==> src/rtl/genie_split.sv <==
// genie_split: one valid/ready packet stream fanned out to NO sinks.
// Each beat goes to every output selected by the packet's destination mask and
// is consumed from the source once all selected outputs have accepted it.
// The mask is captured on the first beat and held for the rest of the packet.
module genie_split #(
    parameter int unsigned NO    = 2,
    parameter int unsigned WIDTH = 1
) (
    input  logic             clk,
    input  logic             reset,
    input  logic [WIDTH-1:0] i_data,
    input  logic             i_valid,
    output logic             o_ready,
    input  logic             i_eop,
    input  logic [NO-1:0]    i_mask,
    output logic [WIDTH-1:0] o_data,
    output logic             o_eop,
    output logic [NO-1:0]    o_valid,
    input  logic [NO-1:0]    i_ready
);

    localparam logic [0:0] S_FLOW   = 1'b0;
    localparam logic [0:0] S_LOCKED = 1'b1;

    logic [0:0]    state_q, state_d;
    logic [NO-1:0] done_q, done_d;
    logic [NO-1:0] locked_mask_q, locked_mask_d;
    logic [NO-1:0] eff_mask;
    logic [NO-1:0] take;
    logic [NO-1:0] served;
    logic          complete;

    // Data and end-of-packet are broadcast unregistered to every output.
    assign o_data = i_data;
    assign o_eop  = i_eop;

    // Handshake: the routing mask is live on the first beat, frozen mid-packet.
    always_comb begin
        eff_mask = (state_q == S_LOCKED) ? locked_mask_q : i_mask;
        o_valid  = {NO{i_valid & ~reset}} & eff_mask & ~done_q;
        take     = o_valid & i_ready;
        // An output is satisfied if unselected, already served, or taking now.
        served   = ~eff_mask | done_q | take;
        complete = i_valid & (&served);
        o_ready  = complete & ~reset;
    end

    // Next-state: track delivered outputs and lock routing across the packet.
    always_comb begin
        state_d       = state_q;
        locked_mask_d = locked_mask_q;
        done_d        = done_q | take;
        if (complete) begin
            done_d = '0;
            if (state_q == S_FLOW) begin
                if (!i_eop) begin
                    state_d       = S_LOCKED;
                    locked_mask_d = eff_mask;
                end
            end else if (i_eop) begin
                state_d = S_FLOW;
            end
        end
    end

    // State registers; reset abandons any packet in flight.
    always_ff @(posedge clk or posedge reset) begin
        if (reset) begin
            state_q       <= S_FLOW;
            done_q        <= '0;
            locked_mask_q <= '0;
        end else begin
            state_q       <= state_d;
            done_q        <= done_d;
            locked_mask_q <= locked_mask_d;
        end
    end

endmodule

==> config.mk <==
export PLATFORM = sky130hd
export DESIGN_NAME = genie_split
export DESIGN_NICKNAME = d
export VERILOG_FILES = /design/src/rtl/genie_split.sv
export SDC_FILE = /design/constraint.sdc
export NUM_CORES = 1
export LEC_CHECK = 0
export ABC_AREA = 0
export CAP_MARGIN = 10
export CORE_AREA = 3 3 40 42
export CTS_BUF_LIST = sky130_fd_sc_hd__clkbuf_16
export CTS_CLUSTER_SIZE = 24
export DETAILED_ROUTE_END_ITERATION = 8
export DIE_AREA = 0 0 43 45
export MAX_ROUTING_LAYER = met4
export PLACE_DENSITY = 0.45
export REMOVE_ABC_BUFFERS = 1
export SETUP_SLACK_MARGIN = 0.02
export SLEW_MARGIN = 10
export SYNTH_ARGS = -nofsm -noshare
export SYNTH_HDL_FRONTEND = slang
export SYNTH_SLANG_ARGS = --single-unit
export TNS_END_PERCENT = 100
==> constraint.sdc <==
create_clock -name clk -period 1.8 [get_ports clk]
set_input_delay 0.18 -clock clk [delete_from_list [all_inputs] [get_ports clk]]
set_output_delay 0.18 -clock clk [all_outputs]
set_load 0.02 [all_outputs]
After elaboration in Yosys (flattened, before gate mapping):

Cells that the tools add are included.
W data, S select, Z words.

* register bits after elaboration: 5
* output and inout port bits: 5
* word-level logic and storage cells: 22

* muxes and demuxes: 3
* bitwise gates (word level): 14
* reduce and logical (&&, ||, !) cells: 2

Operators with widths (count)
* $and A2 B2 Y2: 3
* $or A2 B2 Y2: 3
* $mux W2: 2
* $not A2 Y2: 2
* $and A1 B1 Y1: 3
* $not A1 Y1: 3
* $reduce_and A3 Y1: 1
* $reduce_and A2 Y1: 1
* $mux W1: 1

Logic depth before layout (Yosys ltp):

Gate-level depths: netlist of the first run.

* depth after elaboration: 9
* gate-level depth with buffers: 4
* gate-level depth less buffers: 4

Worst setup path after synthesis of the first run:

Ideal clock, no wire load.

* path kind: reg-to-reg
* from: register state_q
* to: register locked_mask_q[0]
* setup time: 128 ps
* arrival: 1471 ps
* data required time: 1672 ps
* slack: 201 ps
* stages on the path, launching flop included: 5
* path buffers: 0
* clock period less this slack: 1599 ps
* path through: dfrtp_1 mux2i_1 o31ai_2 nor4_2 mux2_1

* longest elaborated chain between the ends: 8

Ends and longest elaborated chain
* from (decl): RTL line 25 `logic [0:0] state_q, state_d;`
* from (signal assigned): RTL line 73 `state_q <= state_d;`
* $mux W2: RTL line 39 `eff_mask = (state_q == S_LOCKED) ? locked_mask_q : i_mask;`
* $and A2 B2 Y2 (2 in series): RTL line 40 `o_valid = {NO{i_valid & ~reset}} & eff_mask & ~done_q;`
* $and A2 B2 Y2: RTL line 41 `take = o_valid & i_ready;`
* $or A2 B2 Y2: RTL line 43 `served = ~eff_mask | done_q | take;`
* $reduce_and A2 Y1: RTL line 44 `complete = i_valid & (&served);`
* $and A1 B1 Y1: RTL line 44
* $reduce_and A3 Y1 (no source line)
* to (signal assigned): RTL line 75 `locked_mask_q <= locked_mask_d;`
* to (decl): RTL line 27 `logic [NO-1:0] locked_mask_q, locked_mask_d;`

Parallel ways exist; a longest one is shown, timed or not.
A chain may end at the register's enable or synchronous reset.

Worst setup path after layout of the first run:

Ends and elaborated chain as after synthesis.

==> flow_summary.json, run 1 <==
{
  "place_hpwl_um": 644,
  "routed_wl_um": 798,
  "cts-htree-levels": 1,
  "dr.first_iter.drc_count": 3,
  "rsz0062_at_grt": "yes",
  "yosysMostFrequentCell": "dfrtp_1",
  "power.density_mw_per_mm2": 1500,
  "die_x_um": 43,
  "netlist_instances": 30,
  "fin_skew_ps": 0.356,
  "r2r-end": "locked_mask_q[0]$_DFFE_PP0P_",
  "layout-drive-gt1-share_pct": 31.4,
  "grt_overflow": 0,
  "synth_top_area_cell": "dfrtp_1",
  "grt_util_met3_pct": 3.98,
  "top_usage_layer": "met2",
  "ant_nets": 0,
  "place_area_um2": 467,
  "cts_sinks": 5,
  "place_ws_ps": -112,
  "fin_crit_sh_pct": 96.3,
  "finalMaxSlewViolations": 0,
  "dieArea_mm2": 0.00194,
  "area_growth_syn_to_layout_pct": 88.8,
  "r2r-start": "state_q$_DFFE_PP0P_",
  "synth.cell_area_um2": 300,
  "antenna_found_initial": 0,
  "initial_core_util_pct": 23.4,
  "grt_max_degree": 6,
  "start_kind": "register",
  "drtPass1Iterations": 2,
  "worstSetupPathType": "register to register",
  "status": "complete, no violations",
  "synth.avg_cell_area_um2": 10.0,
  "worstPathArrival_ps": 1840,
  "synth_common_cells": "dfrtp_1 (5), inv_1 (4), nor3_1 (4)",
  "nets": 61,
  "synth-main-ff-cell": "dfrtp_1",
  "r2r_slack_ps": 70,
  "r2r_cells": 5,
  "yosysWarnings": 0,
  "synth_edf_count": 0,
  "total_leakage_power_nw": 0.261,
  "worstPathMaxFanout": 3,
  "wire_per_inst_um": 12.1,
  "multi_input_area_um2": 166,
  "vdd_drop_max_uv": 506,
  "setup_tns_ps": 0,
  "tritoncts": "done",
  "synth.top_cell.area_share_pct": 41.7,
  "fin_area_um2": 567,
  "hold_ws_ps": 303,
  "hold_path_class": "input pin to async pin",
  "max_freq_mhz": 577,
  "cts_hold_buf": 0,
  "portBuffers": 11,
  "cts-root-buf": "clkbuf_16",
  "cts_made_buffers": 3,
  "clk_pin_slew_ps": 30,
  "clock_path_buffers": 2,
  "hold_viol_final": 0,
  "grtUsageMet2_pct": 16.2,
  "register_area_um2": 125,
  "grt.met1_usage_pct": 11.4,
  "top_level_ports": 14,
  "insertion_delay_ps": 230,
  "dp.cells": 61,
  "worst_pin_slew_ps": 250,
  "required_ps": 1910,
  "diodes": 0,
  "viasPerCell": 4.55,
  "synth_area_leaders": "dfrtp_1 (42%), mux2_1 (7.5%), mux2i_1 (6.7%)",
  "yosysSeqAreaShare_pct": 41.7,
  "fillCellCount": 118,
  "setup_violations": 0,
  "yosysUniqueCellTypes": 16,
  "num_rows": 13,
  "core_area_mm2": 0.00128,
  "worst_slack_ps": 67.4,
  "chipHeight_um": 45,
  "setup.worst_path.end_class": "register",
  "grtUsageTotal_pct": 10.6,
  "vias": 300,
  "grt_pass1_vias": 321,
  "gp_congestion": 0.767,
  "ys_ff_latch": 5,
  "drc_errors": 0,
  "finalNonFillerCells": 66,
  "drv_cap": 0,
  "slew_headroom_pct": 82.9,
  "period_needed_ps": 1730,
  "grt_pass1_wl_um": 1390,
  "async_flop_share_pct": 100
}
[where the power goes]
part	total, W	switching [W]	internal [W]
clock	0.000363	0.0000753	0.000288
sequential	0.000197	0.0000409	0.000156
combinational	0.000291	0.000134	0.000157
total	0.000851	0.000250	0.000601
[worst max-delay path, stage by stage, from the launching register on]
cell,delay [ps]
dfrtp_1,420
mux2i_2,270
buf_4,170
o31ai_4,80
nor4_4,330
mux2_1,350
[layout by cell type, fill, tap and decap left out, types with 2 or more instances in the layout]
cell type / instances
buf_4: 8
mux2_1: 2
a21oi_1: 2
clkbuf_16: 3
dfrtp_1: 5
clkdlybuf4s50_1: 8
inv_1: 5
nor3_1: 4
dlygate4sd2_1: 2
[registers in the layout (all words and copies together), names as in the netlist]
register	count
done_q	2
locked_mask_q	2
state_q	1
[area by class of cell]
type,count,area share [%]
sequential,5,22.1
timing repair buffer,19,28.7
clock buffer,3,13.2
multi-input combinational,19,29.4
clock inverter,1,0.662
tap,15,3.31
inverter,4,2.65
[per-layer routing]
metal | share of wire (%) | vias up
li1 | - | 147
met1 | 43 | 140
met2 | 49 | 11
met3 | 6.0 | 2
met4 | 2.1 | 0
met5 | 0 | -
[kinds of logic after synthesis]
family                 share of synthesized area [%]
DFF                                             41.7
AOI/OAI and AO/OA                               17.9
muxes                                           14.2
buffers and inverters                           10.0
and+or+nand+nor                                 16.3
[how the worst max path moves through the flow]
| stage | slack (ps) | cells past startpoint | start | endpoint |
|---|---|---|---|---|
| final | 70 | 5 | state_q$_DFFE_PP0P_ | locked_mask_q[0]$_DFFE_PP0P_ |
| after global routing | -20 | 5 | state_q$_DFFE_PP0P_ | locked_mask_q[0]$_DFFE_PP0P_ |
| after CTS | 40 | 5 | state_q$_DFFE_PP0P_ | locked_mask_q[1]$_DFFE_PP0P_ |
| after detailed placement | -110 | 5 | i_mask[0] | o_ready |
| after global placement | -110 | 5 | i_mask[0] | o_ready |
| after floorplan | 200 | 4 | state_q$_DFFE_PP0P_ | locked_mask_q[0]$_DFFE_PP0P_ |
[through the flow]
step	total power, W	util [%]
floorplan	0.000318	-
global placement	0.000437	36.3
detailed placement	0.000450	36.3
CTS	0.000815	42.2
global route	0.000894	44.1
finish	0.000851	44.1
[timing repair]
item | CTS | global route
endpoints found under the hold margin | 0 | 0
buffers inserted | 0 | 1
gates resized for setup | 3 | 6
setup endpoints to repair | 3 | 3
pin swaps | 0 | 1
No activity file was read; power rests on OpenSTA's default activity.
==> run 2: changes to the inputs <==
--- a/config.mk
+++ b/config.mk
@@ -12,8 +12,9 @@
 export CTS_CLUSTER_SIZE = 24
 export DETAILED_ROUTE_END_ITERATION = 8
 export DIE_AREA = 0 0 43 45
+export DONT_BUFFER_PORTS = 1
 export MAX_ROUTING_LAYER = met4
-export PLACE_DENSITY = 0.45
+export PLACE_DENSITY = 0.32
 export REMOVE_ABC_BUFFERS = 1
 export SETUP_SLACK_MARGIN = 0.02
 export SLEW_MARGIN = 10
==> flow_summary.json, run 2 (same netlist as run 1, synthesis figures left out) <==
{
  "cts-htree-levels": 1,
  "clk_pin_slew_ps": 30,
  "antenna_found_initial": 0,
  "worstSetupPathType": "register to primary output",
  "slew_headroom_pct": 74.1,
  "fin_skew_ps": 2.33,
  "nets": 49,
  "initial_core_util_pct": 23.4,
  "core_area_mm2": 0.00128,
  "status": "complete, no violations",
  "area_growth_syn_to_layout_pct": 45.8,
  "start_kind": "register",
  "postCtsSetupRepairBufs": 0,
  "mostFrequentLayoutCells": "buf_4 (6), inv_1 (5), dfrtp_1 (5)",
  "setup.worst_path.end_class": "primary output",
  "max_freq_mhz": 605,
  "clock_path_buffers": 2,
  "cts_made_buffers": 3,
  "period_needed_ps": 1650,
  "drtPass1Iterations": 2,
  "wire_per_inst_um": 11.5,
  "portBuffers": 0,
  "worst_pin_slew_ps": 387,
  "routed_wl_um": 623,
  "top_level_ports": 14,
  "tritoncts": "done",
  "fin_crit_sh_pct": 91.9,
  "dr.first_iter.drc_count": 3,
  "ant_nets": 0,
  "grt_max_degree": 6,
  "viasPerCell": 4.70,
  "gp_congestion": 0.653,
  "setup_tns_ps": 0,
  "die_x_um": 43,
  "vdd_drop_max_uv": 580,
  "place_hpwl_um": 488,
  "num_rows": 13,
  "cts_hold_buf": 1,
  "cts-root-buf": "clkbuf_16",
  "chipHeight_um": 45,
  "largestRegisters": "done_q (2), locked_mask_q (2), state_q (1)",
  "grtUsageTotal_pct": 8.46,
  "vias": 254,
  "insertion_delay_ps": 230,
  "mostFrequentLayoutCell": "buf_4",
  "hold_path_class": "input pin to register",
  "cts_sinks": 5,
  "grt_pass1_wl_um": 1080,
  "hold_viol_final": 0,
  "finalMaxSlewViolations": 0,
  "rsz0062_at_grt": "no",
  "drv_cap": 0,
  "worstPathMaxFanout": 5,
  "layout-drive-gt1-share_pct": 30.8,
  "required_ps": 1620,
  "total_leakage_power_nw": 0.203,
  "worstPathArrival_ps": 1470,
  "fin_util_pct": 34.1,
  "grt_overflow": 0,
  "cts.repair.resized": 0,
  "setup_violations": 0,
  "fillCellCount": 131,
  "hold_ws_ps": 40.4,
  "grt_pass1_vias": 242,
  "dieArea_mm2": 0.00194,
  "drc_errors": 0,
  "power.density_mw_per_mm2": 1690,
  "diodes": 0
}
-- run 2: per-stage QoR --
stage | setup WS [ps] | area [µm²] | std cells | total power [W]
detailed placement | 195 | 349 | 49 | 0.000382
global placement | 196 | 349 | 49 | 0.000381
global route | 52.8 | 438 | 54 | 0.000786
finish | 146 | 438 | 54 | 0.000741
CTS | 135 | 438 | 54 | 0.000752
floorplan | 201 | 285 | 28 | 0.000318
-- run 2: per-layer routing --
layer | vias up | wire length (µm) | GRT usage, %
li1 | 128 | - | -
met1 | 115 | 260 | 7.84
met2 | 9 | 267 | 11.1
met3 | 2 | 66 | 4.38
met4 | 0 | 29 | 10.8
met5 | - | 0 | -
-- run 2: power by group --
group	internal [W]	leakage [nW]	switching, W	total, W
Sequential	0.000156	0.0634	0.0000328	0.000188
Clock	0.000288	0.0423	0.0000729	0.000361
Combinational	0.0000973	0.0974	0.0000946	0.000192
Total	0.000541	0.203	0.000200	0.000741
-- run 2: critical path, stage by stage, from the launching register on --
cell,delay (ps)
dfrtp_1,420
mux2i_1,170
a211oi_2,390
nor3_1,90
buf_4,170
-- run 2: path summary, 6_finish.rpt --
path	startpoint	to	slack, ps	cells after the start
max	state_q$_DFFE_PP0P_	o_ready	150	4
min	i_valid	done_q[1]$_DFF_PP0_	40	1
max reg2reg	state_q$_DFFE_PP0P_	locked_mask_q[0]$_DFFE_PP0P_	210	4
min reg2reg	locked_mask_q[1]$_DFFE_PP0P_	locked_mask_q[1]$_DFFE_PP0P_	480	1
max in group asynchronous	reset	locked_mask_q[0]$_DFFE_PP0P_	1280	3
min in group asynchronous	reset	done_q[1]$_DFF_PP0_	410	3
-- run 2: area by class of cell --
| type | instances | area (µm²) | area share, % |
|---|---|---|---|
| Sequential cell | 5 | 125 | 28.6 |
| Inverter | 4 | 15.0 | 3.43 |
| Timing Repair Buffer | 7 | 55.1 | 12.6 |
| Multi-Input combinational cell | 19 | 145 | 33.1 |
| Clock buffer | 3 | 75.1 | 17.1 |
| Tap cell | 15 | 18.8 | 4.29 |
| Clock inverter | 1 | 3.75 | 0.857 |
==> RTL edit 1, RTL diff (config.mk and constraints of run 2) <==
The parameter `NO` goes from 2 to 1.
--- a/src/rtl/genie_split.sv
+++ b/src/rtl/genie_split.sv
@@ -3,7 +3,7 @@
 // is consumed from the source once all selected outputs have accepted it.
 // The mask is captured on the first beat and held for the rest of the packet.
 module genie_split #(
-    parameter int unsigned NO    = 2,
+    parameter int unsigned NO    = 1,
     parameter int unsigned WIDTH = 1
 ) (
     input  logic             clk,
Ports: changed (resized i_mask, i_ready and o_valid); port bits go from 14 to 11. The function was not compared with the original's and may differ.
==> RTL edit 1 against run 2 <==
  * Clock skew fell by 1.9 ps
  * Die area did not move
  * Sequential cell count fell by 2
  * Wire length fell by 37%
  * Total power fell by 30%
  * Cell area fell by 34%
  * Synthesized cell count fell by 37%
  * Sequential power fell by 46%
  * Critical path depth fell by 1
  * Worst setup slack improved by 100 ps
  * Hold slack got worse by 11 ps
  * Via count fell by 43%
  * Synthesized area fell by 38%
  * Critical endpoint unchanged
  * Largest power group unchanged
  * Highest routed layer unchanged
==> RTL edit 1: results (changes against run 2) <==
STA
  • Fin Hold WS: 29.1 ps (-11.3 ps)
  • Slew HR: 74.8% (+0.64 points)

Routing
  • Met3 WL: 42 µm (-36%)
  • Pre-antenna DRT Iters: 1 (-1)
  • Vias: 144 (-43%)
  • WL met1: 120 µm (-54%)
  • 1st-iter DRT viols: 0 (-3)

Logic synthesis
  • Seq/Total Area, Yosys: 40.0% (-1.7 points)
  • Top post-synthesis cells by area: dfrtp_1, mux2i_1, o311ai_2, buf_4, mux2_2
  • Number of synthesized register bits: 3 (-2)
  • Post-synth cell types: 12 (-4)
  • Synthesized area per cell: 9.88 µm² (-1.3%)

Global route
  • M3 GR Usage: 5.18% (+0.80 points)
  • Total GRT Usage: 5.41% (-3.0 points)
  • Largest net degree at the start of global routing: 6 (unchanged)
  • Vias in the first global route: 156 (-36%)
  • Met1 GRT Util: 4.12% (-3.7 points)
  • Met2 Track Usage GR: 7.19% (-3.9 points)

Finish
  • Multi-input gate share of total cell area: 31.3% (-1.8 points)
  • Buffering overhead: 6.09% (-6.5 points)
  • Fillers: 144 (+9.9%)
  • Nets: 31 (-37%)
  • Non-clock inverter count: 2 (-2)
  • Comb_multi_in: 12 (-7)
  • Seq/total area: 26.1% (-2.5 points)
  • Diode count: 0 (unchanged)
  • Clock-cell share of area: 27.4% (+9.4 points)
  • Layout cells sized above 1: 26.1% (-4.7 points)
  • Fin util: 22.4% (-12 points)

Worst setup path
  • Max incr delay on CP: 380 ps (-40 ps)
  • Cell family with most CP delay: simple AND/OR/NAND/NOR gates
  • Crit Path Max Fanout: 4 (-1)
  • CP max stage cell: mux2i_1
  • Worst reg2reg setup slack: 440 ps (+230 ps)
  • R2R Path End: locked_mask_q

Worst hold path
  • Launch point of the worst hold path: i_valid
  • Min-delay worst type: primary input to register
  • Hold Path Sink: done_q

Clock network
  • Root Buffer: clkbuf_16

Status
  • Status: finished, final reports clean

Placed design
  • DP Area: 199 µm² (-43%)
  • Inst Count DP: 33 (-33%)
  • Routability cong.: 0.589 (-9.8%)

Power and ir drop
  • P_int: 0.411 mW (-24%)
  • VDD IR max: 0.000401 V (-31%)
  • Gate power share: 14.9% (-11 points)
  • Power Sequential: 0.101 mW (-46%)
## RTL edit 1: cell types whose count changed in the layout (fill, tap and decap cells not counted), sizes merged, moves of 2 or more
cell   before  now
nor3        4    2
a21oi       2    0
dfrtp       5    3
inv         5    3
buf         6    1
## RTL edit 1: cells by family (layout without fill, tap and decap cells)
logic type,Yosys count,after routing,share of synthesized area [%]
DFF,3,3,40.0
muxes,3,3,16.7
AOI/OAI and AO/OA,2,2,12.7
buffers and inverters,4,8,12.0
and+or+nand+nor,7,7,18.7
## RTL edit 1: worst max path at each step
| stage | slack, ps | end | cells after the start | startpoint |
|---|---|---|---|---|
| floorplan | 520 | locked_mask_q | 3 | state_q |
| global placement | 480 | locked_mask_q | 3 | state_q |
| detailed placement | 440 | locked_mask_q | 3 | state_q |
| CTS | 240 | o_ready | 3 | state_q |
| global route | 150 | o_ready | 3 | state_q |
| finish | 250 | o_ready | 3 | state_q |
==> RTL edit 2, RTL diff (settings of run 2) <==
Made on the original files. Reset style: synchronous (`reset`), changed in one clocked block.
--- a/src/rtl/genie_split.sv
+++ b/src/rtl/genie_split.sv
@@ -64,7 +64,7 @@
     end
 
     // State registers; reset abandons any packet in flight.
-    always_ff @(posedge clk or posedge reset) begin
+    always_ff @(posedge clk) begin
         if (reset) begin
             state_q       <= S_FLOW;
             done_q        <= '0;
Formal check against the unedited RTL: no difference found for any inputs over 10 cycles, from zero or initial values and one cycle with reset high; that may be too few to reach the edited logic, so the function may still have changed.
==> RTL edit 2 against run 2 <==
  * Clock skew shrank 2.1 ps
  * Count of clock-buffer cells in the layout did not move
  * Wire length increased by 1.9%
  * Critical path depth shrank 1
  * Die area did not move
  * Cell area is 14% lower
  * Sequential cell count unchanged
  * Via count shrank 7.1%
  * Synthesized cell count grew 10%
  * First-iteration DRC count is the same
  * Synthesized area shrank 7.1%
  * Worst setup slack worse by 0.97 ps
Power is not compared: it rests on default switching activity, and its combinational part moved more than twofold at a synthesized area within 25%.
==> RTL edit 2: results (changes against run 2) <==
Die
  • Initial core utilization: 21.7% (-1.7 points)

Routing
  • Met2 wire length: 236 µm (-12%)
  • Vias/cell: 4.54 (-3.5%)
  • Routed WL: 635 µm (+1.9%)
  • Pre-antenna DRT Iters: 3 (+1)

Logic synthesis
  • Top post-synthesis cells by area: dfxtp_1, mux2i_1, nand2_1, nor3_1, buf_4
  • Synth Area in Compound Gates: 18.4% (+0.47 points)
  • Multiplexer area fraction after synthesis: 14.3% (+0.18 points)
  • Seq/Total Area, Yosys: 35.9% (-5.8 points)

Placed design
  • DP Area: 298 µm² (-15%)
  • Routability cong.: 0.719 (+10%)
  • Dpl hpwl: 513 µm (+5.3%)
  • Pre-CTS setup slack: 381 ps (+186 ps)

Worst setup path
  • Worst r2r src: state_q
  • Worst reg2reg setup slack: 390 ps (+180 ps)
  • R2R Path End: locked_mask_q[1]

Status
  • Status: finished, final reports clean

Global route
  • Total GRT Usage: 8.15% (-0.31 points)
  • Largest net degree at the start of global routing: 8 (+2)
  • Met1 GRT Util: 9.16% (+1.3 points)

STA
  • Fin Hold WS: 25.2 ps (-15.2 ps)
  • Max Fclk: 604 MHz (about the same)

Worst hold path
  • Hold Path Sink: done_q[1]

Finish
  • Nets: 47 (-4.1%)
  • Layout cells sized above 1: 16.2% (-15 points)
-- RTL edit 2: changes by cell type in the layout (fill, tap and decap cells not counted), sizes merged, moves of 4 or more --
cell,change
dfrtp,-5
dfxtp,+5
nand2,+5
buf,-4
-- RTL edit 2: cell type report --
| type | instances | area (µm²) |
|---|---|---|
| fillers | 142 | 908 |
| clock buffers | 3 | 75.1 |
| multi-input cells | 23 | 153 |
| well taps | 15 | 18.8 |
| inverters | 3 | 11.3 |
| clock inverters | 1 | 3.75 |
| repair buffers | 2 | 15.0 |
| flip-flops and latches | 5 | 100 |
-- RTL edit 2: power by group --
part / leakage, nW / switching, mW / internal [mW]
Combinational: 0.0754 / 0.0243 / 0.0201
Sequential: 0.0407 / 0.00508 / 0.117
Clock: 0.0423 / 0.0682 / 0.287
-- RTL edit 2: critical path: cells and delay by family, from the launching register on --
| family | cells | cell delay, ps |
|---|---|---|
| muxes | 1 | 300 |
| AOI/OAI and AO/OA | 1 | 250 |
| and+or+nand+nor | 1 | 300 |
| DFF | 1 | 390 |
